===== src/rtl/binary_clock_core.sv =====
// Binary clock timekeeping core: one synchronous prescaler plus clock-enable
// seconds/minutes/hours counters, with auto-repeating set buttons and a seconds clear.

module binary_clock_core_btn #(
   parameter int unsigned REPEAT_DELAY  = 50_000_000,
   parameter int unsigned REPEAT_PERIOD = 20_000_000
) (
   input  logic clk_i,
   input  logic rst_ni,
   input  logic btn_i,
   output logic evt_o
);
   localparam int unsigned RMAX = (REPEAT_DELAY > REPEAT_PERIOD) ? REPEAT_DELAY : REPEAT_PERIOD;
   localparam int unsigned RW   = $clog2(RMAX + 1);

   typedef enum logic {IDLE, HOLD} state_t;

   state_t        state_q, state_d;
   logic [RW-1:0] cnt_q, cnt_d;
   logic          prev_q;

   always_comb begin
      state_d = state_q;
      cnt_d   = cnt_q;
      evt_o   = 1'b0;
      if (!btn_i) begin
         state_d = IDLE;
         cnt_d   = '0;
      end else if (state_q == IDLE) begin
         if (!prev_q) begin
            evt_o   = 1'b1;
            cnt_d   = RW'(REPEAT_DELAY);
            state_d = HOLD;
         end
      end else if (cnt_q == RW'(1)) begin
         evt_o = 1'b1;
         cnt_d = RW'(REPEAT_PERIOD);
      end else begin
         cnt_d = cnt_q - RW'(1);
      end
   end

   // prev_q resets high so a button held through reset needs a fresh rising edge
   always_ff @(posedge clk_i or negedge rst_ni) begin
      if (!rst_ni) begin
         state_q <= IDLE;
         cnt_q   <= '0;
         prev_q  <= 1'b1;
      end else begin
         state_q <= state_d;
         cnt_q   <= cnt_d;
         prev_q  <= btn_i;
      end
   end
endmodule

module binary_clock_core #(
   parameter int unsigned CLK_HZ        = 100_000_000,
   parameter int unsigned MODE_24H      = 1,
   parameter int unsigned REPEAT_DELAY  = 50_000_000,
   parameter int unsigned REPEAT_PERIOD = 20_000_000
) (
   input  logic       clk_100MHz,
   input  logic       rst_n,
   input  logic       btn_min,
   input  logic       btn_hr,
   input  logic       btn_sec_clr,
   output logic       tick_1hz,
   output logic       blink,
   output logic [5:0] seconds,
   output logic [5:0] minute,
   output logic [4:0] hour,
   output logic       pm
);
   localparam int unsigned     PW       = $clog2(CLK_HZ);
   localparam logic [PW-1:0]   PSC_LAST = PW'(CLK_HZ - 1);
   localparam logic [PW-1:0]   PSC_HALF = PW'(CLK_HZ / 2);
   localparam logic [4:0]      HOUR_RST = (MODE_24H != 0) ? 5'd0 : 5'd12;

   logic [PW-1:0] psc_q, psc_d;
   logic          tick_q, tick_d;
   logic [5:0]    sec_q, sec_d, min_q, min_d;
   logic [4:0]    hour_q, hour_d;
   logic          pm_q, pm_d;
   logic          min_carry, hr_carry, min_evt, hr_evt;
   logic [6:0]    min_sum;
   logic [5:0]    hr_sum;

   function automatic logic [5:0] step12(input logic [4:0] h, input logic p);
      logic [4:0] hn;
      logic       pn;
      hn = (h == 5'd12) ? 5'd1 : h + 5'd1;
      pn = (h == 5'd11) ? ~p : p;
      return {pn, hn};
   endfunction

   binary_clock_core_btn #(.REPEAT_DELAY(REPEAT_DELAY), .REPEAT_PERIOD(REPEAT_PERIOD)) u_btn_min (
      .clk_i(clk_100MHz), .rst_ni(rst_n), .btn_i(btn_min), .evt_o(min_evt));

   binary_clock_core_btn #(.REPEAT_DELAY(REPEAT_DELAY), .REPEAT_PERIOD(REPEAT_PERIOD)) u_btn_hr (
      .clk_i(clk_100MHz), .rst_ni(rst_n), .btn_i(btn_hr), .evt_o(hr_evt));

   always_comb begin
      psc_d     = (psc_q == PSC_LAST) ? '0 : psc_q + PW'(1);
      tick_d    = (psc_q == PSC_LAST);
      sec_d     = sec_q;
      min_carry = 1'b0;
      if (btn_sec_clr) begin
         psc_d  = '0;
         tick_d = 1'b0;
         sec_d  = '0;
      end else if (tick_q) begin
         if (sec_q == 6'd59) begin
            sec_d     = '0;
            min_carry = 1'b1;
         end else begin
            sec_d = sec_q + 6'd1;
         end
      end
   end

   always_comb begin
      min_sum  = {1'b0, min_q} + {6'd0, min_carry} + {6'd0, min_evt};
      min_d    = (min_sum >= 7'd60) ? 6'(min_sum - 7'd60) : min_sum[5:0];
      hr_carry = min_carry && (min_q == 6'd59);
      hr_sum   = '0;
      hour_d   = hour_q;
      pm_d     = pm_q;
      if (MODE_24H != 0) begin
         hr_sum = {1'b0, hour_q} + {5'd0, hr_carry} + {5'd0, hr_evt};
         hour_d = (hr_sum >= 6'd24) ? 5'(hr_sum - 6'd24) : hr_sum[4:0];
         pm_d   = 1'b0;
      end else begin
         // a coincident carry and event are two successive single steps, so pm sees each 11->12
         if (hr_carry) {pm_d, hour_d} = step12(hour_d, pm_d);
         if (hr_evt)   {pm_d, hour_d} = step12(hour_d, pm_d);
      end
   end

   always_ff @(posedge clk_100MHz or negedge rst_n) begin
      if (!rst_n) begin
         psc_q  <= '0;
         tick_q <= 1'b0;
         sec_q  <= '0;
         min_q  <= '0;
         hour_q <= HOUR_RST;
         pm_q   <= 1'b0;
      end else begin
         psc_q  <= psc_d;
         tick_q <= tick_d;
         sec_q  <= sec_d;
         min_q  <= min_d;
         hour_q <= hour_d;
         pm_q   <= pm_d;
      end
   end

   assign tick_1hz = tick_q;
   assign blink    = (psc_q < PSC_HALF);
   assign seconds  = sec_q;
   assign minute   = min_q;
   assign hour     = hour_q;
   assign pm       = pm_q;
endmodule

===== config.mk =====
export PLATFORM = sky130hd
export DESIGN_NAME = binary_clock_core
export DESIGN_NICKNAME = d
export VERILOG_FILES = /design/src/rtl/binary_clock_core.sv
export SDC_FILE = /design/constraint.sdc
export NUM_CORES = 1
export LEC_CHECK = 0
export ABC_AREA = 1
export BUFFER_PORTS_ARGS = -buffer_cell sky130_fd_sc_hd__buf_2
export CORE_MARGIN = 1
export CORE_UTILIZATION = 35
export DETAILED_ROUTE_END_ITERATION = 16
export GPL_ROUTABILITY_DRIVEN = 0
export MAX_ROUTING_LAYER = met4
export REMOVE_ABC_BUFFERS = 1
export SLEW_MARGIN = 20
export SYNTH_ARGS = -nofsm -noshare
export SYNTH_HDL_FRONTEND = slang
export SYNTH_SLANG_ARGS = --single-unit

===== constraint.sdc =====
create_clock -name clk_100MHz -period 9 [get_ports clk_100MHz]
set_clock_uncertainty 0.1 [all_clocks]
set_input_delay 0.9 -clock clk_100MHz [delete_from_list [all_inputs] [get_ports clk_100MHz]]
set_output_delay 0.9 -clock clk_100MHz [all_outputs]
set_load 0.01 [all_outputs]

==> results.md, run 1 <==
* Status: complete, no violations
* Worst vdd ir at 106 uV
* Number of flops mapped to enable cells by yosys at 0
* FFs w/ async S/R, synth at between 90% and 100%
* Hold Violations, Final at 0
* Bufs on Longest Clock Path at 2
* I/O pins at 25
* Register area at 0.00253 sq mm
* Ys Warns at 0
* Final Critical Period at ~3400 ps
* GR Layer Usage met2 at 27.3%
* TritonCTS clock tree: built
* Die height at approximately 140 um
* First-pass GRT wire length at around 26,000 um
* R2R cell count at 16
* Leakage at about 3.4 nW
* Worst-margin pin slew at 673 ps
* Hold WS at a little over 400 ps
* Synth cell types at 41
* Max_cap viols at 0
* Antenna violations before repair at 0
* Avg Synthesized Cell Area at about 7.1 sq um
* CTS H-tree lvls at 3
* Number of global-route vias before repair at a little over 5,000
* Die width at ~140 um
* Drt first pass iters at 5
* Global routing's busiest layer: met2
* Finished Core Util at 40.3%
* Via/cell ratio at 4.93
* Core box area at 0.0174 sq mm
* Simple-Gate Fraction of Synth Area at 40.5%
* Largest family of logic cells by synthesized area: simple AND/OR/NAND/NOR gates
* Crit share post-route at 38.3%
* CTS clock-pin slew for the worst setup and hold paths at ~70 ps
* Rows at 48
* Class of the worst hold path: reg -> reg
* Worst EP required at 9200 ps
* Top cell type's share of synthesized area at around 39%
* Largest net degree at the start of global routing at 53
* Met3 Resource Use GR at 3.43%
* Worst rel slew slack at 55.2%
* Worst setup SP type: flop
* Main synth FF type: dfrtp_1
* Wire per inst at approximately 13 um
* Final slew viol count at 0
* Number of routed nets with antenna violations at 0
* RSZ-0062 raised after global routing: no
* Number of diodes at 0
* CTS Hold Buffers Added at 0
* Sequential element share of the synthesized area at roughly two fifths
* TNS Setup at 0 ps
* R2R setup slack at between 5000 and 6000 ps
* Post-layout nets at a little over 900
* Syn Std Cell Area at around 0.0063 sq mm
* Proportion of synthesized area in mux cells at 0%
* Setup CP Type: reg -> reg
* Count of final setup violators at 0
* Clock root buffer master: clkbuf_16
* Layout cells sized above 1 at slightly below 9%
* R2R Path End: minute[4]
* Crit path max fanout at 11
* Area growth syn-to-layout at 11.2%
* Die area at 0.0186 sq mm
* R2R Path Start: u_btn_min.cnt_q[18]
* Post-CTS resize count at 0
* XOR/XNOR Fraction of Synth Area at about 5.6%
* Port Buffers at 23
* Post-CTS Setup Bufs at 0
* Initial core utilization at between 30% and 40%
* Commonest cells in the netlist: nand2_1, nor2_1, dfrtp_1, inv_1, nand3_1
* DR vias at 5,642
* Fmax at between 0.2 and 0.3 GHz
* Total grt overflow at 0
* Register bit total from synthesis at ~100
* Post-DP HPWL at ~12,000 um
* Cell Pwr Density at approximately 190 mW/mm^2
* Final wirelength at ~15,000 um
* DRC violations left at 0
* Adder-Cell Fraction of Synth Area at 2.42%
* Total power draw at 1.34 mW
* Crit. Startpoint: u_btn_min.cnt_q[18]
* Critical path arrival at roughly 3600 ps
* Post-synthesis compound-gate area fraction at between 4 and 5%
* Clock sink count at 101
* Initial DRC Count at roughly 460
* Ranking of synthesized cells by area: dfrtp_1, nand2_1, nor2_1
* Critical Path Sink: minute[4]
* Layout filler cell count at between 1,500 and 2,000
* Gate Count Post-Synth at between 800 and 900
* Total track usage at between 10% and 20%
* Clock Latency Late Sink at between 300 and 400 ps
* Worst Setup End Kind: flop
* Total CTS buffers at 9
* Synth area leader: dfrtp_1
* Most used standard cell by instance count after synthesis: nand2_1
* Footprint of the multi-input gates at ~0.0033 sq mm
* Met1 Use GR at 25.1%
sequential cells by signal (all words and copies together) (netlist names):
signal             count
u_btn_hr.state_q       1
hour                   5
minute                 6
u_btn_hr.cnt_q        26
u_btn_min.cnt_q       26
u_btn_min.prev_q       1
tick_1hz               1
u_btn_hr.prev_q        1
u_btn_min.state_q      1
psc_q                 27
seconds                6
final cells by class:
| class | instances | area share [%] |
|---|---|---|
| clock buffer | 10 | 3.41 |
| clock inverter | 6 | 1.34 |
| inverter | 98 | 5.25 |
| multi-input combinational | 677 | 47.7 |
| sequential | 101 | 36.1 |
| tap | 225 | 4.01 |
| timing repair buffer | 28 | 2.21 |
where the power goes:
| group | internal, mW | switching [mW] |
|---|---|---|
| clock network | 0.254 | 0.181 |
| registers | 0.501 | 0.0573 |
| logic | 0.119 | 0.222 |
how the worst min path moves through the flow:
stage / startpoint / end / cells past startpoint
6_report: psc_q[0] / psc_q[0] / 1
5_1_grt: psc_q[0] / psc_q[0] / 1
4_1_cts: u_btn_hr.cnt_q[25] / u_btn_hr.cnt_q[25] / 2
3_5_place_dp: u_btn_hr.cnt_q[25] / u_btn_hr.cnt_q[25] / 2
3_3_place_gp: u_btn_hr.cnt_q[25] / u_btn_hr.cnt_q[25] / 2
2_1_floorplan: psc_q[0] / psc_q[0] / 1
cells in the final DEF (no fill, tap or decap), types with 2 or more instances in the layout:
master / n
nand2_1: 266
nor2_1: 135
dfrtp_1: 99
inv_1: 94
nand3_1: 81
xor2_1: 29
nand4_1: 26
o21ai_0: 22
buf_2: 22
nor3_1: 19
nor2_2: 13
a21oi_1: 11
xnor2_1: 11
ha_1: 9
clkbuf_16: 9
nor3b_1: 8
o21ai_1: 6
o22ai_1: 6
buf_4: 6
nor3_2: 5
nand2_2: 4
nor4_1: 3
inv_2: 3
nor2_4: 3
nand3b_1: 3
nand3_4: 2
o211ai_1: 2
a21o_1: 2
fa_1: 2
bufinv_16: 2
dfstp_2: 2
routing by layer:
| layer | part of all wire (%) | vias up | wire, um |
|---|---|---|---|
| met2 | 45 | 133 | 6910 |
| li1 | - | 2891 | - |
| met4 | 1.3 | 0 | 197 |
| met3 | 4.0 | 19 | 624 |
| met1 | 50 | 2599 | 7710 |
| met5 | 0 | - | 0 |
cell families after synthesis:
logic type                 after synthesis
xor gates and xnor gates                40
DFF                                    101
AOI/OAI and AO/OA                       52
buffers and inverters                  109
adders and majority gates               11
other                                    1
and+or+nand+nor                        573
per-stage QoR:
step	instances	setup slack [ps]	cell area, sq um
5_1_grt	1145	5200	7010
3_3_place_gp	1129	5580	6680
2_1_floorplan	876	5880	6240
3_5_place_dp	1129	5480	6680
4_1_cts	1145	5590	7010
6_report	1145	5560	7010
critical path, stage by stage, from the launching register on:
cell	delay, ps
dfrtp_1	440
nor2_1	160
nand2_1	120
nor2_2	210
nand3_1	400
nand2_1	160
nand2_1	120
inv_1	130
fa_1	210
ha_1	180
xor2_1	290
ha_1	240
nor3b_1	200
nand3_1	160
nand3_1	150
nand2_1	70
nand2_1	50
Power figures use the tool's default switching activity.
==> run 2, diff against run 1 <==
Settings changed: ABC_AREA 1 to 0.
Clock period 9 ns to 2.9 ns, I/O delays scaled along.
==> results.md, run 2 <==
* Status: finished with violations (was complete, no violations)
* Failing checks: setup timing
* Most frequent cells in the layout: dfrtp_1, buf_4, nor2_1 (was nand2_1, nor2_1, dfrtp_1)
* Ys Warns at 0 (unchanged)
* Commonest cells in the netlist: dfrtp_1, nor2_1, nand2_1, a21oi_1, nand3_1 (was nand2_1, nor2_1, dfrtp_1, inv_1, nand3_1)
* CTS H-tree lvls at 3 (unchanged)
* Synth area leader: dfrtp_1 (unchanged)
* Post-layout nets at 774 (was 931)
* Final Critical Period at 3450 ps (was 3440 ps)
* Ranking of synthesized cells by area: dfrtp_1, nor2_1, a21oi_1 (was dfrtp_1, nand2_1, nor2_1)
* Total grt overflow at 0 (unchanged)
* FFs w/ async S/R, synth at 100% (unchanged)
* Drt first pass iters at 5 (unchanged)
* Internal at 3.20 mW (was 875 uW)
* Core box area at 0.0165 sq mm (was 0.0174 sq mm)
* Setup CP Type: reg -> reg (unchanged)
* Worst Setup End Kind: flop (unchanged)
* Final wirelength at 14,800 um (was 15,400 um)
* Buf+Inv Stages, Crit Path at 2 (was 1)
* Wire per inst at 15.0 um (was 13.5 um)
* Max_cap viols at 0 (unchanged)
* Sequential element share of the synthesized area at 42.8% (was 40.1%)
* Worst setup SP type: flop (unchanged)
* Initial core utilization at 35.8% (was 36.2%)
* Largest net degree at the start of global routing at 47 (was 53)
* Class of the worst hold path: in -> reg (was reg -> reg)
* Fmax at 0.290 GHz (about the same)
* Top Registers: psc_q x27, u_btn_hr.cnt_q x26, u_btn_min.cnt_q x26 (unchanged)
* Comb power frac at 37.7% (was 25.6%)
* Slowest stage delay, CP at 390 ps (was 440 ps)
* Number of global-route vias before repair at 5,305 (was 5,187)
* Leakage at 3.16 nW (was 3.38 nW)
* CTS clock-pin slew for the worst setup and hold paths at 80 ps (was 70 ps)
* Register bit total from synthesis at 101 (unchanged)
* DRC violations left at 0 (unchanged)
* DR vias at 5,409 (was 5,642)
* Worst vdd ir at 340 uV (was 106 uV)
* Layout cells sized above 1 at 22.8% (was 8.80%)
* RSZ-0062 raised after global routing: yes (was no)
* Worst-margin pin slew at 601 ps (was 673 ps)
* I/O pins at 25 (unchanged)
* Final worst slack at -552 ps (was 5560 ps)
* Worst EP required at 3040 ps (was 9200 ps)
* Number of routed nets with antenna violations at 0 (unchanged)
* Initial DRC Count at 409 (was 464)
* Total CTS buffers at 9 (unchanged)
* Commonest non-fill, non-tap cell in the layout: dfrtp_1 (was nand2_1)
* Critical path arrival at 3590 ps (was 3640 ps)
* Top cell type's share of synthesized area at 41.9% (was 39.3%)
* Hold Violations, Final at 0 (unchanged)
* Gate Count Post-Synth at 666 (was 887)
* Die height at 132 um (was 136 um)
* Critical Path Slowest Stage Cell: dfrtp_1 (unchanged)
* Clock root buffer master: clkbuf_16 (unchanged)
* TritonCTS clock tree: built (unchanged)
* Flop pwr share at 37.5% (was 41.8%)
* Count of final setup violators at 3 (was 0)
* Dpl ws at -835 ps (was 5480 ps)
* Port Buffers at 23 (unchanged)
* Rows at 47 (was 48)
* Worst path cell trace: nor3_1 -> nand4_1 -> o21ai_2 -> and2_4 -> fa_2 -> ha_4 -> xor2_2 -> ha_2 -> buf_4 -> nor3b_4 -> buf_4 -> a21oi_1 -> o21ai_1 -> a22oi_2 -> mux2_4 (was nor2_1 -> nand2_1 -> nor2_2 -> nand3_1 -> nand2_1 -> nand2_1 -> inv_1 -> fa_1 -> ha_1 -> xor2_1 -> ha_1 -> nor3b_1 -> nand3_1 -> nand3_1 -> nand2_1 -> nand2_1)
* CP most frequent cell: buf_4 (was nand2_1)
* Main synth FF type: dfrtp_1 (unchanged)
* Clock sink count at 101 (unchanged)
* Antenna violations before repair at 1 (was 0)
* Clock Latency Late Sink at 360 ps (about the same)
* Most used standard cell by instance count after synthesis: dfrtp_1 (was nand2_1)
* Clock share of power at 24.8% (was 32.6%)
* Syn Std Cell Area at 0.00591 sq mm (was 0.00630 sq mm)
* Max reg flops at 27 (unchanged)
* Total track usage at 18.2% (was 18.3%)
* Reg with most FFs: psc_q (unchanged)
* Final slew viol count at 0 (unchanged)
* Crit path max fanout at 3 (was 11)
* Sw Pwr at 1.82 mW (was 461 uW)
* Die area at 0.0174 sq mm (was 0.0186 sq mm)
* Post-DP HPWL at 10,400 um (was 11,600 um)
* Cell Pwr Density at 685 mW/mm^2 (was 190 mW/mm^2)
* Area growth syn-to-layout at 24.1% (was 11.2%)
* Bufs on Longest Clock Path at 2 (unchanged)
* CP top delay family: simple AND/OR/NAND/NOR gates (unchanged)
* Crit share post-route at 119% (was 38.3%)
* Die width at 132 um (was 136 um)
* Via/cell ratio at 5.50 (was 4.93)
* Worst rel slew slack at 60.0% (was 55.2%)
* Number of flops mapped to enable cells by yosys at 0 (unchanged)
* Avg Synthesized Cell Area at 8.88 sq um (was 7.11 sq um)
* Switching share of power at 36.2% (was 34.5%)
* TNS Setup at -1430 ps (was 0 ps)
* Synth cell types at 78 (was 41)
* First-pass GRT wire length at 25,400 um (was 26,100 um)
run 2: cell types whose count changed after synthesis, sizes merged, moves of 10 or more:
cell	previous run	this run
nor2	152	65
a31oi	1	15
nand3	84	37
nor4	3	20
xor2	29	14
nand2	271	48
nand4	26	14
o21ai	28	38
clkbuf	7	29
and2	0	10
inv	97	27
a21oi	11	44
run 2: path summary, 6_finish.rpt:
kind                       depth (start not counted)           endpoint                 from  slack [ps]
max                                               15          minute[3]  u_btn_min.cnt_q[22]        -550
min                                                3  u_btn_min.state_q              btn_min         120
max reg2reg                                       15          minute[3]  u_btn_min.cnt_q[22]        -550
min reg2reg                                        1           psc_q[0]             psc_q[0]         380
max in group asynchronous                          3    u_btn_hr.prev_q                rst_n        1630
min in group asynchronous                          2  u_btn_hr.cnt_q[2]                rst_n         350
run 2: cell type report:
cell class	count	area [sq um]
Inverter	27	101
Multi-Input combinational cell	502	3290
Tap cell	220	275
Fill cell	1538	9180
Sequential cell	101	2530
Clock buffer	9	225
Clock inverter	7	81.3
Timing Repair Buffer	117	838
Antenna cell	1	2.50
run 2: metrics by stage:
| stage | util (%) | instances | power (mW) | area [sq um] | hold WS (ps) |
|---|---|---|---|---|---|
| after floorplan | - | 630 | 2.82 | 5770 | -106 |
| after global placement | 40.8 | 950 | 3.48 | 6750 | 184 |
| after detailed placement | 40.8 | 950 | 3.55 | 6750 | 197 |
| after CTS | 43.8 | 975 | 4.98 | 7240 | 100 |
| after global routing | 44.4 | 984 | 5.34 | 7340 | 129 |
| final | 44.4 | 984 | 5.03 | 7340 | 121 |
run 2: kinds of logic (layout without fill, tap and decap cells):
logic type / Yosys count / count (layout) / synth area share, %
simple gates: 287 / 287 / 26.4
compound gates: 163 / 163 / 17.8
flops: 101 / 101 / 42.8
buf+inv: 63 / 160 / 4.23
xor+xnor: 34 / 34 / 5.03
fa+ha+maj: 11 / 11 / 2.58
mux: 6 / 6 / 1.06
other cells: 1 / 2 / 0.0634
run 2: per-layer routing:
metal | up-vias | routed length [um] | global-route usage (%)
met3 | 24 | 687 | 3.69
met4 | 0 | 165 | 4.72
met5 | - | 0 | -
met2 | 134 | 7510 | 30.7
li1 | 2613 | - | -
met1 | 2638 | 6440 | 22.2
run 2: what timing repair did:
| item | in CTS | in global routing |
|---|---|---|
| pin swaps | 12 | 8 |
| hold buffers | 1 | 0 |
| hold endpoints to repair | 33 | 0 |
| setup endpoints to repair | 3 | 4 |
| gates resized for setup | 25 | 7 |
| buffers inserted | 8 | 8 |
run 2: power groups by stage:
| stage | registers, mW | logic [mW] | clock network (mW) |
|---|---|---|---|
| 2_1_floorplan | 1.93 | 0.894 | 0 |
| 3_3_place_gp | 1.86 | 1.62 | 0 |
| 3_5_place_dp | 1.88 | 1.67 | 0 |
| 4_1_cts | 1.87 | 1.82 | 1.29 |
| 5_1_grt | 1.92 | 2.09 | 1.34 |
| 6_report | 1.88 | 1.90 | 1.25 |
run 2: worst reg2reg max path, cell delays in order, from the launching register on:
cell     delay, ps
dfrtp_1        390
nor3_1         340
nand4_1        240
o21ai_2        200
and2_4         160
fa_2           240
ha_4           160
xor2_2         170
ha_2           190
buf_4          110
nor3b_4        210
buf_4          150
a21oi_1         60
o21ai_1        190
a22oi_2        100
mux2_4         310
==> run 3, diff against run 2 <==
Settings changed: CELL_PAD_IN_SITES_DETAIL_PLACEMENT from default to 0, CELL_PAD_IN_SITES_GLOBAL_PLACEMENT from default to 2, PLACE_DENSITY_LB_ADDON from default to 0.1.
==> results.md, run 3 (same netlist as run 2, synthesis figures left out) <==
* Drt first pass iters at 4 (was 5)
* Die area at 0.0174 sq mm (unchanged)
* Crit share post-route at 119% (about the same)
* Max_cap viols at 0 (unchanged)
* Flop pwr share at 37.0% (was 37.5%)
* CP top delay family: simple AND/OR/NAND/NOR gates (unchanged)
* Cell Pwr Density at 682 mW/mm^2 (was 685 mW/mm^2)
* Sw Pwr at 1.92 mW (was 1.82 mW)
* Layout cells sized above 1 at 23.1% (was 22.8%)
* DR vias at 5,380 (was 5,409)
* Clock Latency Late Sink at 360 ps (about the same)
* Worst-margin pin slew at 741 ps (was 601 ps)
* Total grt overflow at 0 (unchanged)
* Post-layout nets at 778 (was 774)
* Final wirelength at 16,100 um (was 14,800 um)
* Area growth syn-to-layout at 24.9% (was 24.1%)
* Class of the worst hold path: in -> reg (unchanged)
* Worst vdd ir at 432 uV (was 340 uV)
* Rows at 47 (unchanged)
* Worst setup SP type: flop (unchanged)
* Initial DRC Count at 333 (was 409)
* Total CTS buffers at 9 (unchanged)
* CTS H-tree lvls at 3 (unchanged)
* Footprint of the multi-input gates at 0.00332 sq mm (was 0.00329 sq mm)
* Register area at 0.00253 sq mm (unchanged)
* Fmax at 0.290 GHz (about the same)
* RSZ-0062 raised after global routing: yes (unchanged)
* Switching share of power at 38.0% (was 36.2%)
* Number of routed nets with antenna violations at 0 (unchanged)
* Commonest non-fill, non-tap cell in the layout: dfrtp_1 (unchanged)
* Reg with most FFs: psc_q (unchanged)
* Total track usage at 19.4% (was 18.2%)
* Layout filler cell count at 1,612 (was 1,538)
* CP most frequent cell: ha_4 (was buf_4)
* Leakage at 3.18 nW (was 3.16 nW)
* Number of global-route vias before repair at 5,112 (was 5,305)
* Slowest stage delay, CP at 410 ps (was 390 ps)
* Clock share of power at 24.5% (was 24.8%)
* Hold WS at 110 ps (was 121 ps)
* Post-DP HPWL at 11,100 um (was 10,400 um)
* Internal at 3.12 mW (was 3.20 mW)
* Die height at 132 um (unchanged)
* Crit path max fanout at 3 (unchanged)
* Setup CP Type: reg -> reg (unchanged)
* Via/cell ratio at 5.45 (was 5.50)
* Worst path cell trace: nor4_4 -> nand4b_1 -> o21ai_2 -> and2_4 -> fa_2 -> ha_4 -> xor2_4 -> ha_4 -> or3b_4 -> o2bb2ai_2 -> a22o_1 -> a22oi_2 -> mux2_2 (was nor3_1 -> nand4_1 -> o21ai_2 -> and2_4 -> fa_2 -> ha_4 -> xor2_2 -> ha_2 -> buf_4 -> nor3b_4 -> buf_4 -> a21oi_1 -> o21ai_1 -> a22oi_2 -> mux2_4)
* Worst EP required at 3050 ps (was 3040 ps)
* Final Critical Period at 3450 ps (about the same)
* Count of final setup violators at 3 (unchanged)
* DRC violations left at 0 (unchanged)
* Top Registers: psc_q x27, u_btn_hr.cnt_q x26, u_btn_min.cnt_q x26 (unchanged)
* Core box area at 0.0165 sq mm (unchanged)
* Buf+Inv Stages, Crit Path at 0 (was 2)
* Initial core utilization at 35.8% (unchanged)
* Clock sink count at 101 (unchanged)
* Worst Setup End Kind: flop (unchanged)
* Most frequent cells in the layout: dfrtp_1, buf_4, nor2_1 (unchanged)
* I/O pins at 25 (unchanged)
* Clock root buffer master: clkbuf_16 (unchanged)
* Die width at 132 um (unchanged)
* Hold Violations, Final at 0 (unchanged)
* CTS clock-pin slew for the worst setup and hold paths at 80 ps (about the same)
* TNS Setup at -1450 ps (was -1430 ps)
* First-pass GRT wire length at 26,300 um (was 25,400 um)
* Bufs on Longest Clock Path at 2 (unchanged)
* Critical path arrival at 3600 ps (was 3590 ps)
* Number of diodes at 0 (was 1)
* Largest net degree at the start of global routing at 53 (was 47)
* Worst rel slew slack at 50.6% (was 60.0%)
* Failing checks: setup timing (unchanged)
* Total power draw at 5.04 mW (was 5.03 mW)
* Final worst slack at -554 ps (was -552 ps)
* Comb power frac at 38.6% (was 37.7%)
* Wire per inst at 16.3 um (was 15.0 um)
* TritonCTS clock tree: built (unchanged)
* Final slew viol count at 0 (unchanged)
* Max reg flops at 27 (unchanged)
* Port Buffers at 23 (unchanged)
* Status: finished with violations (unchanged)
* Antenna violations before repair at 0 (was 1)
* Critical Path Slowest Stage Cell: dfrtp_1 (unchanged)
run 3: layout make-up:
type / instances / area share [%]
repair buffers: 121 / 11.8
clock inverters: 7 / 0.914
well taps: 220 / 3.73
clock buffers: 9 / 3.05
inverters: 27 / 1.37
multi-input cells: 502 / 44.9
flip-flops and latches: 101 / 34.2
run 3: final timing paths:
path	startpoint	endpoint	slack (ps)	cells past startpoint
max	u_btn_min.cnt_q[12]	minute[3]	-550	13
min	btn_min	u_btn_min.state_q	110	3
max reg2reg	u_btn_min.cnt_q[12]	minute[3]	-550	13
min reg2reg	psc_q[0]	psc_q[0]	390	1
max in group asynchronous	rst_n	u_btn_min.prev_q	1540	3
min in group asynchronous	rst_n	u_btn_hr.cnt_q[6]	440	2
run 3: what timing repair did:
item | 4_1_cts | 5_1_grt
gates resized for setup | 22 | 13
pin swaps | 11 | 11
hold buffers | 1 | 0
setup buffers | 4 | 4
endpoints found under the hold margin | 49 | 0
endpoints found under the setup margin | 3 | 5
run 3: tightest hold or removal path, delay by kind of cell:
family                 cells  cell delay, ps
AND/OR/NAND/NOR            1              70
buffers and inverters      2             170
run 3: power groups by stage:
stage / combinational (mW) / sequential, mW / clock, mW
6_report: 1.94 / 1.86 / 1.23
2_1_floorplan: 0.894 / 1.93 / 0
3_3_place_gp: 1.76 / 1.84 / 0
5_1_grt: 2.13 / 1.90 / 1.32
4_1_cts: 1.87 / 1.84 / 1.27
3_5_place_dp: 1.77 / 1.85 / 0
run 3: metrics by stage:
stage          instance area, sq um  utilization (%)  cells  worst slack (ps)
4_1_cts                        7270             44.0    984              -545
3_5_place_dp                   6850             41.5    964              -898
3_3_place_gp                   6850             41.5    964              -744
2_1_floorplan                  5770                -    630             -1140
6_report                       7390             44.7    987              -554
5_1_grt                        7390             44.7    987              -675
run 3: routing by layer:
layer / share of wire (%) / vias to the layer above / wire length (um) / global-route usage [%]
li1: - / 2624 / - / -
met1: 47 / 2655 / 7560 / 25.2
met2: 49 / 89 / 7870 / 31.5
met3: 3.1 / 12 / 497 / 3.73
met4: 0.87 / 0 / 140 / 3.75
met5: 0 / - / 0 / -
